**config.mk**
```make
export PLATFORM = sky130hd
export DESIGN_NAME = proc_seq_ctrl
export DESIGN_NICKNAME = d
export VERILOG_FILES = /design/src/rtl/proc_seq_pkg.sv /design/src/rtl/proc_seq_wait_cnt.sv /design/src/rtl/proc_seq_ctrl.sv
export SDC_FILE = /design/constraint.sdc
export NUM_CORES = 1
export LEC_CHECK = 0
export BUFFER_PORTS_ARGS = -buffer_cell sky130_fd_sc_hd__buf_2
export CAP_MARGIN = 20
export CORE_MARGIN = 8
export CORE_UTILIZATION = 46
export DETAILED_ROUTE_END_ITERATION = 10
export PLACE_DENSITY = 0.78
export SYNTH_ARGS = -nofsm -noshare
export SYNTH_HDL_FRONTEND = slang
export SYNTH_SLANG_ARGS = --single-unit
```
**constraint.sdc**
```tcl
create_clock -name CLK -period 2 [get_ports CLK]
set_clock_uncertainty 0.15 [all_clocks]
set_input_delay 0.1 -clock CLK [delete_from_list [all_inputs] [get_ports CLK]]
set_output_delay 0.1 -clock CLK [all_outputs]
set_load 0.005 [all_outputs]
```
**src/rtl/proc_seq_pkg.sv**
```systemverilog
// rtl/proc_seq_pkg.sv - shared state codes, opcode/funct constants and control word table
package proc_seq_pkg;

  typedef enum logic [2:0] {
    ST_IDLE   = 3'd0,
    ST_FETCH  = 3'd1,
    ST_DECODE = 3'd2,
    ST_EXE    = 3'd3,
    ST_MEM    = 3'd4,
    ST_WB     = 3'd5
  } state_t;

  localparam logic [5:0] OP_RTYPE = 6'h00;
  localparam logic [5:0] OP_J     = 6'h02;
  localparam logic [5:0] OP_BEQ   = 6'h04;
  localparam logic [5:0] OP_BNE   = 6'h05;
  localparam logic [5:0] OP_ADDI  = 6'h08;
  localparam logic [5:0] OP_ANDI  = 6'h0C;
  localparam logic [5:0] OP_ORI   = 6'h0D;
  localparam logic [5:0] OP_LW    = 6'h23;
  localparam logic [5:0] OP_SW    = 6'h2B;
  localparam logic [5:0] OP_POP   = 6'h30;
  localparam logic [5:0] OP_PUSH  = 6'h38;

  localparam logic [5:0] FN_ADD = 6'h20;
  localparam logic [5:0] FN_SUB = 6'h22;
  localparam logic [5:0] FN_AND = 6'h24;
  localparam logic [5:0] FN_OR  = 6'h25;
  localparam logic [5:0] FN_SLT = 6'h2A;

  localparam logic [3:0] ALU_NONE = 4'h0;
  localparam logic [3:0] ALU_AND  = 4'h1;
  localparam logic [3:0] ALU_OR   = 4'h3;
  localparam logic [3:0] ALU_ADD  = 4'h6;
  localparam logic [3:0] ALU_SUB  = 4'hA;
  localparam logic [3:0] ALU_SLT  = 4'hB;

  localparam logic [31:0] CW_PC_WRITE   = 32'h0000_0001;
  localparam logic [31:0] CW_PC_SRC0    = 32'h0000_0002;
  localparam logic [31:0] CW_PC_SRC1    = 32'h0000_0004;
  localparam logic [31:0] CW_WB_STAGE   = 32'h0000_0008;
  localparam logic [31:0] CW_IR_WRITE   = 32'h0000_0010;
  localparam logic [31:0] CW_RF_READ    = 32'h0000_0020;
  localparam logic [31:0] CW_REG_WRITE  = 32'h0000_0080;
  localparam logic [31:0] CW_ALU_EN     = 32'h0000_0100;
  localparam logic [31:0] CW_ALU_IMM    = 32'h0000_0200;
  localparam logic [31:0] CW_SP_ADJ     = 32'h0000_0400;
  localparam logic [31:0] CW_MEM_RD     = 32'h0001_0000;
  localparam logic [31:0] CW_MEM_WR     = 32'h0002_0000;
  localparam logic [31:0] CW_MEM_TO_REG = 32'h0080_0000;
  localparam logic [31:0] CW_WB_ALU     = 32'h0200_0000;
  localparam logic [31:0] CW_WB_MEM     = 32'h0600_0000;
  localparam logic [31:0] CW_RF_PORT    = 32'h1000_0000;

  function automatic logic [31:0] alu_cw(input logic [3:0] code);
    return {16'h0000, code, 12'h000};
  endfunction

  function automatic logic is_load(input logic [5:0] op);
    return (op == OP_LW) || (op == OP_POP);
  endfunction

  function automatic logic is_store(input logic [5:0] op);
    return (op == OP_SW) || (op == OP_PUSH);
  endfunction

  function automatic logic [3:0] rtype_alu(input logic [5:0] fn);
    logic [3:0] code;
    case (fn)
      FN_ADD:  code = ALU_ADD;
      FN_SUB:  code = ALU_SUB;
      FN_AND:  code = ALU_AND;
      FN_OR:   code = ALU_OR;
      FN_SLT:  code = ALU_SLT;
      default: code = ALU_NONE;
    endcase
    return code;
  endfunction

  // ALU_NONE doubles as the "unknown opcode/funct" marker for every opcode but J.
  function automatic logic [3:0] op_alu(input logic [5:0] op, input logic [5:0] fn);
    logic [3:0] code;
    case (op)
      OP_RTYPE:                                 code = rtype_alu(fn);
      OP_ADDI, OP_LW, OP_SW, OP_POP, OP_PUSH:   code = ALU_ADD;
      OP_ANDI:                                  code = ALU_AND;
      OP_ORI:                                   code = ALU_OR;
      OP_BEQ, OP_BNE:                           code = ALU_SUB;
      default:                                  code = ALU_NONE;
    endcase
    return code;
  endfunction

  function automatic logic [31:0] ctrl_word(input state_t st, input logic [5:0] op,
                                            input logic [5:0] fn, input logic zero);
    logic [31:0] cw;
    logic [3:0]  alu;
    logic        taken;
    cw    = 32'h0;
    alu   = op_alu(op, fn);
    taken = (op == OP_BEQ) ? zero : !zero;
    case (st)
      ST_FETCH:  cw = CW_IR_WRITE;
      ST_DECODE: cw = CW_RF_READ;
      ST_EXE: begin
        if (alu != ALU_NONE) begin
          cw = CW_ALU_EN | alu_cw(alu);
          if (op == OP_ADDI || op == OP_ANDI || op == OP_ORI || op == OP_LW || op == OP_SW)
            cw = cw | CW_ALU_IMM;
          if (op == OP_POP || op == OP_PUSH)
            cw = cw | CW_SP_ADJ;
        end
      end
      ST_MEM: begin
        if (is_load(op))
          cw = CW_MEM_RD;
        else if (is_store(op))
          cw = CW_MEM_WR;
      end
      ST_WB: begin
        case (op)
          OP_RTYPE, OP_ADDI, OP_ANDI, OP_ORI: begin
            if (alu != ALU_NONE)
              cw = CW_RF_PORT | CW_WB_ALU | alu_cw(alu) | CW_REG_WRITE |
                   CW_WB_STAGE | CW_PC_SRC0 | CW_PC_WRITE;
          end
          OP_LW, OP_POP:
            cw = CW_RF_PORT | CW_WB_MEM | CW_MEM_TO_REG | CW_REG_WRITE |
                 CW_WB_STAGE | CW_PC_SRC0 | CW_PC_WRITE;
          OP_SW, OP_PUSH:
            cw = CW_WB_STAGE | CW_PC_SRC0 | CW_PC_WRITE;
          OP_BEQ, OP_BNE:
            cw = alu_cw(ALU_SUB) | CW_WB_STAGE | CW_PC_WRITE |
                 (taken ? CW_PC_SRC0 : CW_PC_SRC1);
          OP_J:
            cw = CW_WB_STAGE | CW_PC_SRC0 | CW_PC_SRC1 | CW_PC_WRITE;
          default:
            cw = 32'h0;
        endcase
      end
      default: cw = 32'h0;
    endcase
    return cw;
  endfunction

endpackage

```
**src/rtl/proc_seq_wait_cnt.sv**
```systemverilog
// rtl/proc_seq_wait_cnt.sv - memory wait-cycle counter with timeout compare
module proc_seq_wait_cnt
  import proc_seq_pkg::*;
#(
  parameter int WAIT_MAX = 15
) (
  input  logic CLK,
  input  logic RST,
  input  logic clr,
  input  logic inc,
  output logic expire
);

  localparam logic [7:0] LIMIT = 8'(WAIT_MAX - 1);

  logic [7:0] cnt;

  always_ff @(posedge CLK) begin
    if (RST)
      cnt <= 8'd0;
    else if (clr)
      cnt <= 8'd0;
    else if (inc)
      cnt <= cnt + 8'd1;
  end

  // Fires on the wait cycle that would bring the count up to WAIT_MAX.
  assign expire = inc && (cnt >= LIMIT);

endmodule

```
**src/rtl/proc_seq_ctrl.sv**
```systemverilog
// rtl/proc_seq_ctrl.sv - multi-cycle instruction sequencer; PROC_SEQ_MEM_SKIP_EN lets non-memory ops bypass MEM
module proc_seq_ctrl
  import proc_seq_pkg::*;
#(
  parameter int DATA_WIDTH = 32,
  parameter int CTRL_WIDTH = 32,
  parameter int WAIT_MAX   = 15
) (
  input  logic                  CLK,
  input  logic                  RST,
  input  logic [DATA_WIDTH-1:0] INSTRUCTION,
  input  logic                  ZERO,
  input  logic                  MEM_READY,
  input  logic                  STALL,
  output logic [2:0]            STATE,
  output logic [CTRL_WIDTH-1:0] CTRL,
  output logic                  READ,
  output logic                  WRITE,
  output logic                  TIMEOUT
);

  state_t                state_q;
  state_t                nxt;
  logic [DATA_WIDTH-1:0] ir_q;
  logic [5:0]            op;
  logic [5:0]            fn;
  logic                  mem_ld;
  logic                  mem_st;
  logic                  to_timeout;
  logic                  wc_clr;
  logic                  wc_inc;
  logic                  wc_expire;
  logic                  unused_ir_bits;

  assign op             = ir_q[DATA_WIDTH-1 -: 6];
  assign fn             = ir_q[5:0];
  assign unused_ir_bits = ^ir_q[DATA_WIDTH-7:6];
  assign mem_ld         = is_load(op);
  assign mem_st         = is_store(op);
  assign STATE          = state_q;

  // In FETCH a low READ marks the one recovery cycle after a timeout.
  assign wc_inc = !STALL && !MEM_READY &&
                  (((state_q == ST_FETCH) && READ) ||
                   ((state_q == ST_MEM) && (mem_ld || mem_st)));

  always_comb begin
    nxt        = state_q;
    to_timeout = 1'b0;
    case (state_q)
      ST_IDLE:   nxt = ST_FETCH;
      ST_FETCH: begin
        if (READ) begin
          if (MEM_READY)
            nxt = ST_DECODE;
          else if (wc_expire)
            to_timeout = 1'b1;
        end
      end
      ST_DECODE: nxt = ST_EXE;
      ST_EXE: begin
`ifdef PROC_SEQ_MEM_SKIP_EN
        nxt = (mem_ld || mem_st) ? ST_MEM : ST_WB;
`else
        nxt = ST_MEM;
`endif
      end
      ST_MEM: begin
        if (!(mem_ld || mem_st) || MEM_READY)
          nxt = ST_WB;
        else if (wc_expire) begin
          nxt        = ST_FETCH;
          to_timeout = 1'b1;
        end
      end
      ST_WB:     nxt = ST_FETCH;
      default:   nxt = ST_IDLE;
    endcase
  end

  assign wc_clr = !STALL &&
                  (to_timeout || (((nxt == ST_FETCH) || (nxt == ST_MEM)) && (nxt != state_q)));

  proc_seq_wait_cnt #(
    .WAIT_MAX (WAIT_MAX)
  ) u_wait_cnt (
    .CLK    (CLK),
    .RST    (RST),
    .clr    (wc_clr),
    .inc    (wc_inc),
    .expire (wc_expire)
  );

  // Outputs are computed for the state being entered, so ZERO is captured at the
  // edge that opens WB and the branch word stays stable for the whole WB cycle.
  always_ff @(posedge CLK) begin
    if (RST) begin
      state_q <= ST_IDLE;
      ir_q    <= '0;
      CTRL    <= '0;
      READ    <= 1'b0;
      WRITE   <= 1'b0;
      TIMEOUT <= 1'b0;
    end else if (STALL) begin
      TIMEOUT <= 1'b0;
    end else begin
      state_q <= nxt;
      TIMEOUT <= to_timeout;
      if ((state_q == ST_FETCH) && (nxt == ST_DECODE))
        ir_q <= INSTRUCTION;
      if (to_timeout) begin
        CTRL  <= '0;
        READ  <= 1'b0;
        WRITE <= 1'b0;
      end else begin
        CTRL  <= CTRL_WIDTH'(ctrl_word(nxt, op, fn, ZERO));
        READ  <= (nxt == ST_FETCH) || ((nxt == ST_MEM) && mem_ld);
        WRITE <= (nxt == ST_MEM) && mem_st;
      end
    end
  end

endmodule
```
==> flow_results.xml, run 1 <==
<?xml version="1.0" encoding="UTF-8"?>
<metrics>
  <group name="placement">
    <metric name="dp.final_hpwl" unit="µm">4430</metric>
    <metric name="place_inst" unit="">419</metric>
    <metric name="pre_cts_ws" unit="ps">-14.2</metric>
    <metric name="place.port_buffers" unit="">42</metric>
    <metric name="place_area" unit="mm²">0.00274</metric>
    <metric name="globalplace.congestion" unit="">0.867</metric>
  </group>
  <group name="setup_path">
    <metric name="cp_max_fo" unit="">5</metric>
    <metric name="critical_path.endpoint_type" unit="">flop</metric>
    <metric name="worstSetupStartpointType" unit="">flop</metric>
    <metric name="worst_setup_path_endpoint" unit="">u_wait_cnt.cnt[7]</metric>
    <metric name="timing.critical_path.arrival" unit="ps">2030</metric>
    <metric name="reg2reg_setup_slack" unit="ps">20</metric>
    <metric name="timing.reg2reg.worst_path_depth" unit="">8</metric>
    <metric name="path_class" unit="">reg2reg</metric>
    <metric name="rr_endpoint" unit="">u_wait_cnt.cnt[7]</metric>
    <metric name="worst_r2r_startpoint" unit="">STATE[0]</metric>
    <metric name="crit_required" unit="ps">2050</metric>
    <metric name="cp_startpoint" unit="">STATE[0]</metric>
  </group>
  <group name="floorplanning">
    <metric name="i_o_pins" unit="">75</metric>
    <metric name="dieHeight" unit="µm">88.0</metric>
    <metric name="floorplan.die_area" unit="mm²">0.00775</metric>
    <metric name="initial_util" unit="%">47.0</metric>
    <metric name="die_width" unit="µm">88.0</metric>
    <metric name="fp-row-count" unit="">26</metric>
    <metric name="core_area" unit="mm²">0.00507</metric>
  </group>
  <group name="timing">
    <metric name="hold_violations" unit="">0</metric>
    <metric name="fin_crit_sh" unit="%">99.0</metric>
    <metric name="tightest_slew" unit="ps">478</metric>
    <metric name="timing.final.setup_violations" unit="">0</metric>
    <metric name="post_layout_worst_setup_margin" unit="ps">20.1</metric>
    <metric name="final_max_slew_viol_count" unit="">0</metric>
    <metric name="max_clock_freq" unit="MHz">505</metric>
    <metric name="relSlewSlack" unit="%">67.3</metric>
    <metric name="finalCriticalPeriod" unit="ps">1980</metric>
    <metric name="rsz0062_at_grt" unit="">true</metric>
  </group>
  <group name="cts">
    <metric name="path_clk_slew" unit="ps">80</metric>
    <metric name="clock_sink_count" unit="">42</metric>
    <metric name="htreeDepth" unit="">2</metric>
    <metric name="cts_tree" unit="">built</metric>
    <metric name="clock_latency" unit="ps">300</metric>
    <metric name="cts_made_buffers" unit="">5</metric>
    <metric name="clock-root-buffer" unit="">sky130_fd_sc_hd__clkbuf_8</metric>
    <metric name="cts_buffer_depth" unit="">2</metric>
  </group>
  <group name="global_routing">
    <metric name="grtUsageMet1" unit="%">19.1</metric>
    <metric name="global_routing_usage_on_met3" unit="%">3.10</metric>
    <metric name="antenna_found_initial" unit="">0</metric>
    <metric name="grt_pass1_wl" unit="µm">10100</metric>
    <metric name="first_global_vias" unit="">2280</metric>
    <metric name="gr-usage-all-layers" unit="%">16.0</metric>
    <metric name="use_met2" unit="%">27.1</metric>
    <metric name="grt_max_degree" unit="">25</metric>
    <metric name="routing_layer_with_the_top_usage_in_global_route" unit="">met2</metric>
    <metric name="grt_total_ovfl" unit="">0</metric>
  </group>
  <group name="final_layout">
    <metric name="final.fill_count" unit="">495</metric>
    <metric name="diodes" unit="">0</metric>
    <metric name="finish.utilization" unit="%">60.5</metric>
    <metric name="area_delta_synth_final" unit="%">28.7</metric>
    <metric name="finish.instance_area" unit="mm²">0.00307</metric>
    <metric name="final_layout_size_suffix_gt1_share" unit="%">26.7</metric>
    <metric name="stdcell_count" unit="">444</metric>
    <metric name="num-nets-final" unit="">412</metric>
  </group>
  <group name="outcome">
    <metric name="run_status" unit="">complete, no violations</metric>
  </group>
  <group name="route">
    <metric name="dr.first_iter.drc_count" unit="">107</metric>
    <metric name="route.final.wire_length" unit="µm">6190</metric>
    <metric name="routed_via_count" unit="">2351</metric>
    <metric name="ant_nets" unit="">0</metric>
    <metric name="drt_first_pass_iters" unit="">4</metric>
    <metric name="average_wire_per_standard_cell" unit="µm">13.9</metric>
    <metric name="via_per_inst" unit="">5.30</metric>
    <metric name="remaining_drc_errors" unit="">0</metric>
  </group>
  <group name="run">
    <metric name="timing.max_cap.violations" unit="">0</metric>
  </group>
  <group name="logic_synthesis">
    <metric name="synth.top_cells.by_area" unit="">sky130_fd_sc_hd__dfxtp_1 35%, sky130_fd_sc_hd__nand2_1 6.3%, sky130_fd_sc_hd__buf_4 5.0%</metric>
    <metric name="post_synth.cell_area_avg" unit="µm²">7.83</metric>
    <metric name="register_bit_count_reported_by_yosys" unit="">42</metric>
    <metric name="yosys.cell_types.count" unit="">56</metric>
    <metric name="synth_top_area_share" unit="%">35.2</metric>
    <metric name="synth.most_common_cell" unit="">sky130_fd_sc_hd__dfxtp_1</metric>
    <metric name="synth_top_cells_by_count" unit="">42 x sky130_fd_sc_hd__dfxtp_1, 40 x sky130_fd_sc_hd__nand2_1, 27 x sky130_fd_sc_hd__nor2_1, 23 x sky130_fd_sc_hd__a21oi_1, 17 x sky130_fd_sc_hd__nand3_1</metric>
    <metric name="ys_seq_area_share" unit="%">35.2</metric>
    <metric name="synth-edff-count" unit="">0</metric>
    <metric name="synthesis.area" unit="mm²">0.00239</metric>
    <metric name="ys.flop_type" unit="">sky130_fd_sc_hd__dfxtp_1</metric>
    <metric name="yosys_warnings" unit="">0</metric>
    <metric name="synth_top_area_cell" unit="">sky130_fd_sc_hd__dfxtp_1</metric>
    <metric name="synth-async-reset-ratio" unit="%">0</metric>
    <metric name="synth_cells" unit="">305</metric>
  </group>
  <group name="power">
    <metric name="p_leak" unit="nW">1.20</metric>
    <metric name="pwr_density_cell" unit="mW/mm²">554</metric>
    <metric name="report.power.total" unit="mW">1.70</metric>
    <metric name="ir_drop" unit="mV">0.328</metric>
  </group>
  <group name="worst_hold_path">
    <metric name="worst_min_path_class" unit="">in2reg</metric>
  </group>
</metrics>
## critical path: stages (launching register included)
cell,delay (ps)
sky130_fd_sc_hd__dfxtp_4,370
sky130_fd_sc_hd__buf_8,130
sky130_fd_sc_hd__nor4b_4,240
sky130_fd_sc_hd__buf_4,160
sky130_fd_sc_hd__o211ai_4,90
sky130_fd_sc_hd__buf_12,160
sky130_fd_sc_hd__a2111oi_4,350
sky130_fd_sc_hd__xnor2_1,170
sky130_fd_sc_hd__nor2_1,70
## cell families after synthesis
group | Yosys count | share of synthesized area, %
other | 1 | 0.157
and+or+nand+nor | 136 | 29.5
AOI/OAI and AO/OA | 72 | 20.8
adders and majority gates | 2 | 1.05
DFF | 42 | 35.2
xor gates and xnor gates | 10 | 3.67
buffers and inverters | 42 | 9.64
## worst min-delay path by stage
stage | startpoint | end | depth (start not counted)
6_report | STALL | CTRL[16] | 4
3_3_place_gp | INSTRUCTION[0] | ir_q[0] | 3
5_1_grt | STALL | CTRL[5] | 4
4_1_cts | STALL | STATE[0] | 3
2_1_floorplan | INSTRUCTION[4] | ir_q[4] | 2
3_5_place_dp | INSTRUCTION[29] | ir_q[29] | 3
## layout by cell type (no fill, tap or decap), types with 3 or more instances in the layout
cell type,n
sky130_fd_sc_hd__a21oi_1,23
sky130_fd_sc_hd__nor2b_1,5
sky130_fd_sc_hd__nor3_1,10
sky130_fd_sc_hd__conb_1,12
sky130_fd_sc_hd__o21ai_0,14
sky130_fd_sc_hd__dlygate4sd3_1,13
sky130_fd_sc_hd__inv_1,4
sky130_fd_sc_hd__a31oi_1,3
sky130_fd_sc_hd__or3_1,3
sky130_fd_sc_hd__dfxtp_1,39
sky130_fd_sc_hd__nand2_1,40
sky130_fd_sc_hd__o21ai_1,3
sky130_fd_sc_hd__a22oi_1,5
sky130_fd_sc_hd__buf_2,42
sky130_fd_sc_hd__nor4_1,3
sky130_fd_sc_hd__nor3b_1,3
sky130_fd_sc_hd__o21a_1,3
sky130_fd_sc_hd__nand3_1,17
sky130_fd_sc_hd__nand2b_1,7
sky130_fd_sc_hd__xnor2_1,9
sky130_fd_sc_hd__clkbuf_8,5
sky130_fd_sc_hd__nor2_1,27
sky130_fd_sc_hd__a211oi_1,3
sky130_fd_sc_hd__nand3b_1,4
sky130_fd_sc_hd__buf_4,29
## area by class of cell
type	instances	area [µm²]	area share (%)
timing repair buffer	87	613	20.0
clock inverter	3	40.0	1.30
multi-input combinational	232	1400	45.5
clock buffer	5	68.8	2.24
inverter	5	18.8	0.611
sequential	42	847	27.6
tap	70	87.6	2.85
## power breakdown
part | leakage (nW) | switching, mW | internal (mW)
Clock | 0.0579 | 0.292 | 0.367
Combinational | 0.802 | 0.0998 | 0.0899
Sequential | 0.341 | 0.00750 | 0.844
Total | 1.20 | 0.400 | 1.30
## stage by stage
stage / TNS, ps / hold WS [ps]
after floorplan: 0 / 97.5
after CTS: -1.08 / 142
final: 0 / 175
after global placement: 0 / 204
after detailed placement: -14.2 / 210
after global routing: -177 / 195
## state kept, by name, summed over array words and instances, names as in the netlist
| register | flops |
|---|---|
| WRITE | 1 |
| STATE | 3 |
| u_wait_cnt.cnt | 8 |
| CTRL | 16 |
| TIMEOUT | 1 |
| ir_q | 12 |
| READ | 1 |
## routing by layer
| layer | vias up | share of wire (%) |
|---|---|---|
| li1 | 1180 | - |
| met1 | 1096 | 45 |
| met2 | 63 | 49 |
| met3 | 12 | 4.3 |
| met4 | 0 | 2.1 |
| met5 | - | 0 |
## what timing repair did
action	4_1_cts	5_1_grt
setup buffers	0	4
pin swaps	1	7
endpoints found under the setup margin	3	15
resized for setup	1	15
hold endpoints to repair	15	0
hold buffers	13	0
Power figures use the tool's default switching activity.
==> inputs of run 2 (changes only) <==
CORE_UTILIZATION = 48   (was 46)
CTS_BUF_LIST = sky130_fd_sc_hd__clkbuf_8   (was unset)
PLACE_DENSITY = 0.81   (was 0.78)
==> flow_results.xml, run 2 (synthesis gave the netlist of run 1 again) <==
<?xml version="1.0" encoding="UTF-8"?>
<metrics>
  <group name="outcome">
    <metric name="run_status" unit="">complete, no violations</metric>
  </group>
  <group name="setup_path">
    <metric name="timing.reg2reg.worst_path_depth" unit="">7</metric>
    <metric name="critical_path.endpoint_type" unit="">flop</metric>
    <metric name="path_length_in_cells_of_the_critical_path" unit="">7</metric>
    <metric name="timing.critical_path.cells" unit="">inv_2, ha_2, o211ai_1, nand2_1, and3_1, or4_4, a211oi_2</metric>
    <metric name="cp_max_fo" unit="">8</metric>
    <metric name="rr_endpoint" unit="">u_wait_cnt.cnt[1]</metric>
    <metric name="worst_r2r_startpoint" unit="">u_wait_cnt.cnt[0]</metric>
    <metric name="worstSetupStartpointType" unit="">flop</metric>
    <metric name="crit_required" unit="ps">2080</metric>
    <metric name="reg2reg_setup_slack" unit="ps">30</metric>
    <metric name="timing.critical_path.arrival" unit="ps">2060</metric>
    <metric name="worst_path_largest_cell_delay" unit="ps">580</metric>
    <metric name="top_family_by_delay_on_critical_path" unit="">simple AND/OR/NAND/NOR gates</metric>
    <metric name="path_class" unit="">reg2reg</metric>
    <metric name="critical_path.n_buffers_inverters" unit="">1</metric>
    <metric name="cp_slowest_cell" unit="">sky130_fd_sc_hd__or4_4</metric>
  </group>
  <group name="power">
    <metric name="pwr_density_cell" unit="mW/mm²">531</metric>
    <metric name="report.power.total" unit="mW">1.61</metric>
    <metric name="p_leak" unit="nW">1.19</metric>
    <metric name="ir_drop" unit="mV">0.346</metric>
  </group>
  <group name="floorplanning">
    <metric name="core_area" unit="mm²">0.00475</metric>
    <metric name="floorplan.die_area" unit="mm²">0.00749</metric>
    <metric name="die_width" unit="µm">86.5</metric>
    <metric name="fp-row-count" unit="">25</metric>
    <metric name="i_o_pins" unit="">75</metric>
    <metric name="dieHeight" unit="µm">86.5</metric>
    <metric name="initial_util" unit="%">50.2</metric>
  </group>
  <group name="cts">
    <metric name="path_clk_slew" unit="ps">80</metric>
    <metric name="cts_made_buffers" unit="">5</metric>
    <metric name="clock-root-buffer" unit="">sky130_fd_sc_hd__clkbuf_8</metric>
    <metric name="htreeDepth" unit="">2</metric>
    <metric name="clock_sink_count" unit="">42</metric>
    <metric name="cts_tree" unit="">built</metric>
    <metric name="clock_latency" unit="ps">300</metric>
    <metric name="cts_buffer_depth" unit="">2</metric>
  </group>
  <group name="global_routing">
    <metric name="antenna_found_initial" unit="">0</metric>
    <metric name="gr-usage-all-layers" unit="%">16.7</metric>
    <metric name="grtUsageMet1" unit="%">19.6</metric>
    <metric name="routing_layer_with_the_top_usage_in_global_route" unit="">met2</metric>
    <metric name="first_global_vias" unit="">2201</metric>
    <metric name="global_routing_usage_on_met3" unit="%">3.97</metric>
    <metric name="use_met2" unit="%">28.0</metric>
    <metric name="grt_max_degree" unit="">25</metric>
    <metric name="grt_total_ovfl" unit="">0</metric>
    <metric name="grt_pass1_wl" unit="µm">10100</metric>
  </group>
  <group name="placement">
    <metric name="dp.final_hpwl" unit="µm">4480</metric>
    <metric name="place.port_buffers" unit="">42</metric>
    <metric name="globalplace.congestion" unit="">0.862</metric>
  </group>
  <group name="final_layout">
    <metric name="diodes" unit="">0</metric>
    <metric name="final_layout_size_suffix_gt1_share" unit="%">26.7</metric>
    <metric name="top_regs" unit="">CTRL (16), ir_q (12), u_wait_cnt.cnt (8)</metric>
    <metric name="final_cell_mix" unit="">42 x sky130_fd_sc_hd__buf_2, 40 x sky130_fd_sc_hd__dfxtp_1, 40 x sky130_fd_sc_hd__nand2_1, 32 x sky130_fd_sc_hd__buf_4, 27 x sky130_fd_sc_hd__nor2_1</metric>
    <metric name="area_delta_synth_final" unit="%">26.8</metric>
    <metric name="most_frequent_standard_cell_in_the_layout_excluding_fill_and_tap_cells" unit="">sky130_fd_sc_hd__buf_2</metric>
    <metric name="final.fill_count" unit="">433</metric>
    <metric name="largest_register_by_flop_count" unit="">CTRL</metric>
    <metric name="flip_flop_and_latch_area" unit="µm²">843</metric>
    <metric name="multi_input_comb_area" unit="mm²">0.00141</metric>
    <metric name="num-nets-final" unit="">412</metric>
    <metric name="largest_register_ffs" unit="">16</metric>
  </group>
  <group name="route">
    <metric name="dr.first_iter.drc_count" unit="">165</metric>
    <metric name="drt_first_pass_iters" unit="">5</metric>
    <metric name="routed_via_count" unit="">2383</metric>
    <metric name="route.final.wire_length" unit="µm">6360</metric>
    <metric name="remaining_drc_errors" unit="">0</metric>
    <metric name="ant_nets" unit="">0</metric>
    <metric name="via_per_inst" unit="">5.40</metric>
    <metric name="average_wire_per_standard_cell" unit="µm">14.4</metric>
  </group>
  <group name="timing">
    <metric name="max_clock_freq" unit="MHz">507</metric>
    <metric name="finalCriticalPeriod" unit="ps">1970</metric>
    <metric name="hold_violations" unit="">0</metric>
    <metric name="fin_crit_sh" unit="%">98.7</metric>
    <metric name="final_max_slew_viol_count" unit="">0</metric>
    <metric name="timing.final.setup_violations" unit="">0</metric>
    <metric name="tightest_slew" unit="ps">499</metric>
    <metric name="relSlewSlack" unit="%">66.5</metric>
    <metric name="rsz0062_at_grt" unit="">true</metric>
    <metric name="worst_hold_margin" unit="ps">170</metric>
  </group>
  <group name="worst_hold_path">
    <metric name="worstHoldStart" unit="">STALL</metric>
    <metric name="worst_min_path_class" unit="">in2reg</metric>
    <metric name="worst_hold_end" unit="">CTRL[16]</metric>
    <metric name="worstHoldPathCells" unit="">4</metric>
  </group>
  <group name="run">
    <metric name="timing.max_cap.violations" unit="">0</metric>
  </group>
</metrics>
## run 2: repair_timing
item / in CTS / in global routing
setup buffers: 0 / 1
endpoints found under the setup margin: 12 / 15
hold buffers: 13 / 0
pin swaps: 4 / 2
endpoints found under the hold margin: 14 / 0
resized for setup: 7 / 7
## run 2: cell type report
class,instances,share of cell area [%]
Timing Repair Buffer,87,19.2
Multi-Input combinational cell,232,46.5
Inverter,5,0.620
Clock buffer,6,2.73
Sequential cell,42,27.9
Tap cell,67,2.77
Clock inverter,2,0.289
## run 2: worst max-delay path by stage
stage                       from                end
2_1_floorplan  u_wait_cnt.cnt[0]  u_wait_cnt.cnt[1]
3_3_place_gp   u_wait_cnt.cnt[0]  u_wait_cnt.cnt[1]
3_5_place_dp   u_wait_cnt.cnt[0]  u_wait_cnt.cnt[1]
4_1_cts        u_wait_cnt.cnt[0]  u_wait_cnt.cnt[1]
5_1_grt        u_wait_cnt.cnt[0]  u_wait_cnt.cnt[1]
6_report       u_wait_cnt.cnt[0]  u_wait_cnt.cnt[1]
## run 2: report_power, final
group	leakage, nW	switching (mW)	internal, mW
logic	0.800	0.101	0.0812
clock network	0.0524	0.299	0.274
registers	0.340	0.00650	0.845
## run 2: worst min-delay path: stages
cell                      delay [ps]
sky130_fd_sc_hd__buf_2           130
sky130_fd_sc_hd__buf_4           210
sky130_fd_sc_hd__nand2_1          80
sky130_fd_sc_hd__a21oi_1          50
## run 2: metrics by stage
stage	std cells	cell area [µm²]	setup TNS [ps]	worst slack, ps	util [%]
global route	441	3030	-106	-41.7	63.7
global placement	420	2750	-44.8	-44.6	57.9
CTS	440	2990	-1.69	-1.69	62.9
floorplan	316	2430	0	2.47	-
detailed placement	420	2750	-304	-80.3	57.9
finish	441	3030	0	26.6	63.7
## run 2: per-layer routing
| metal | wire [µm] | vias up |
|---|---|---|
| li1 | - | 1178 |
| met5 | 0 | - |
| met4 | 165 | 0 |
| met1 | 2740 | 1089 |
| met3 | 413 | 18 |
| met2 | 3050 | 98 |
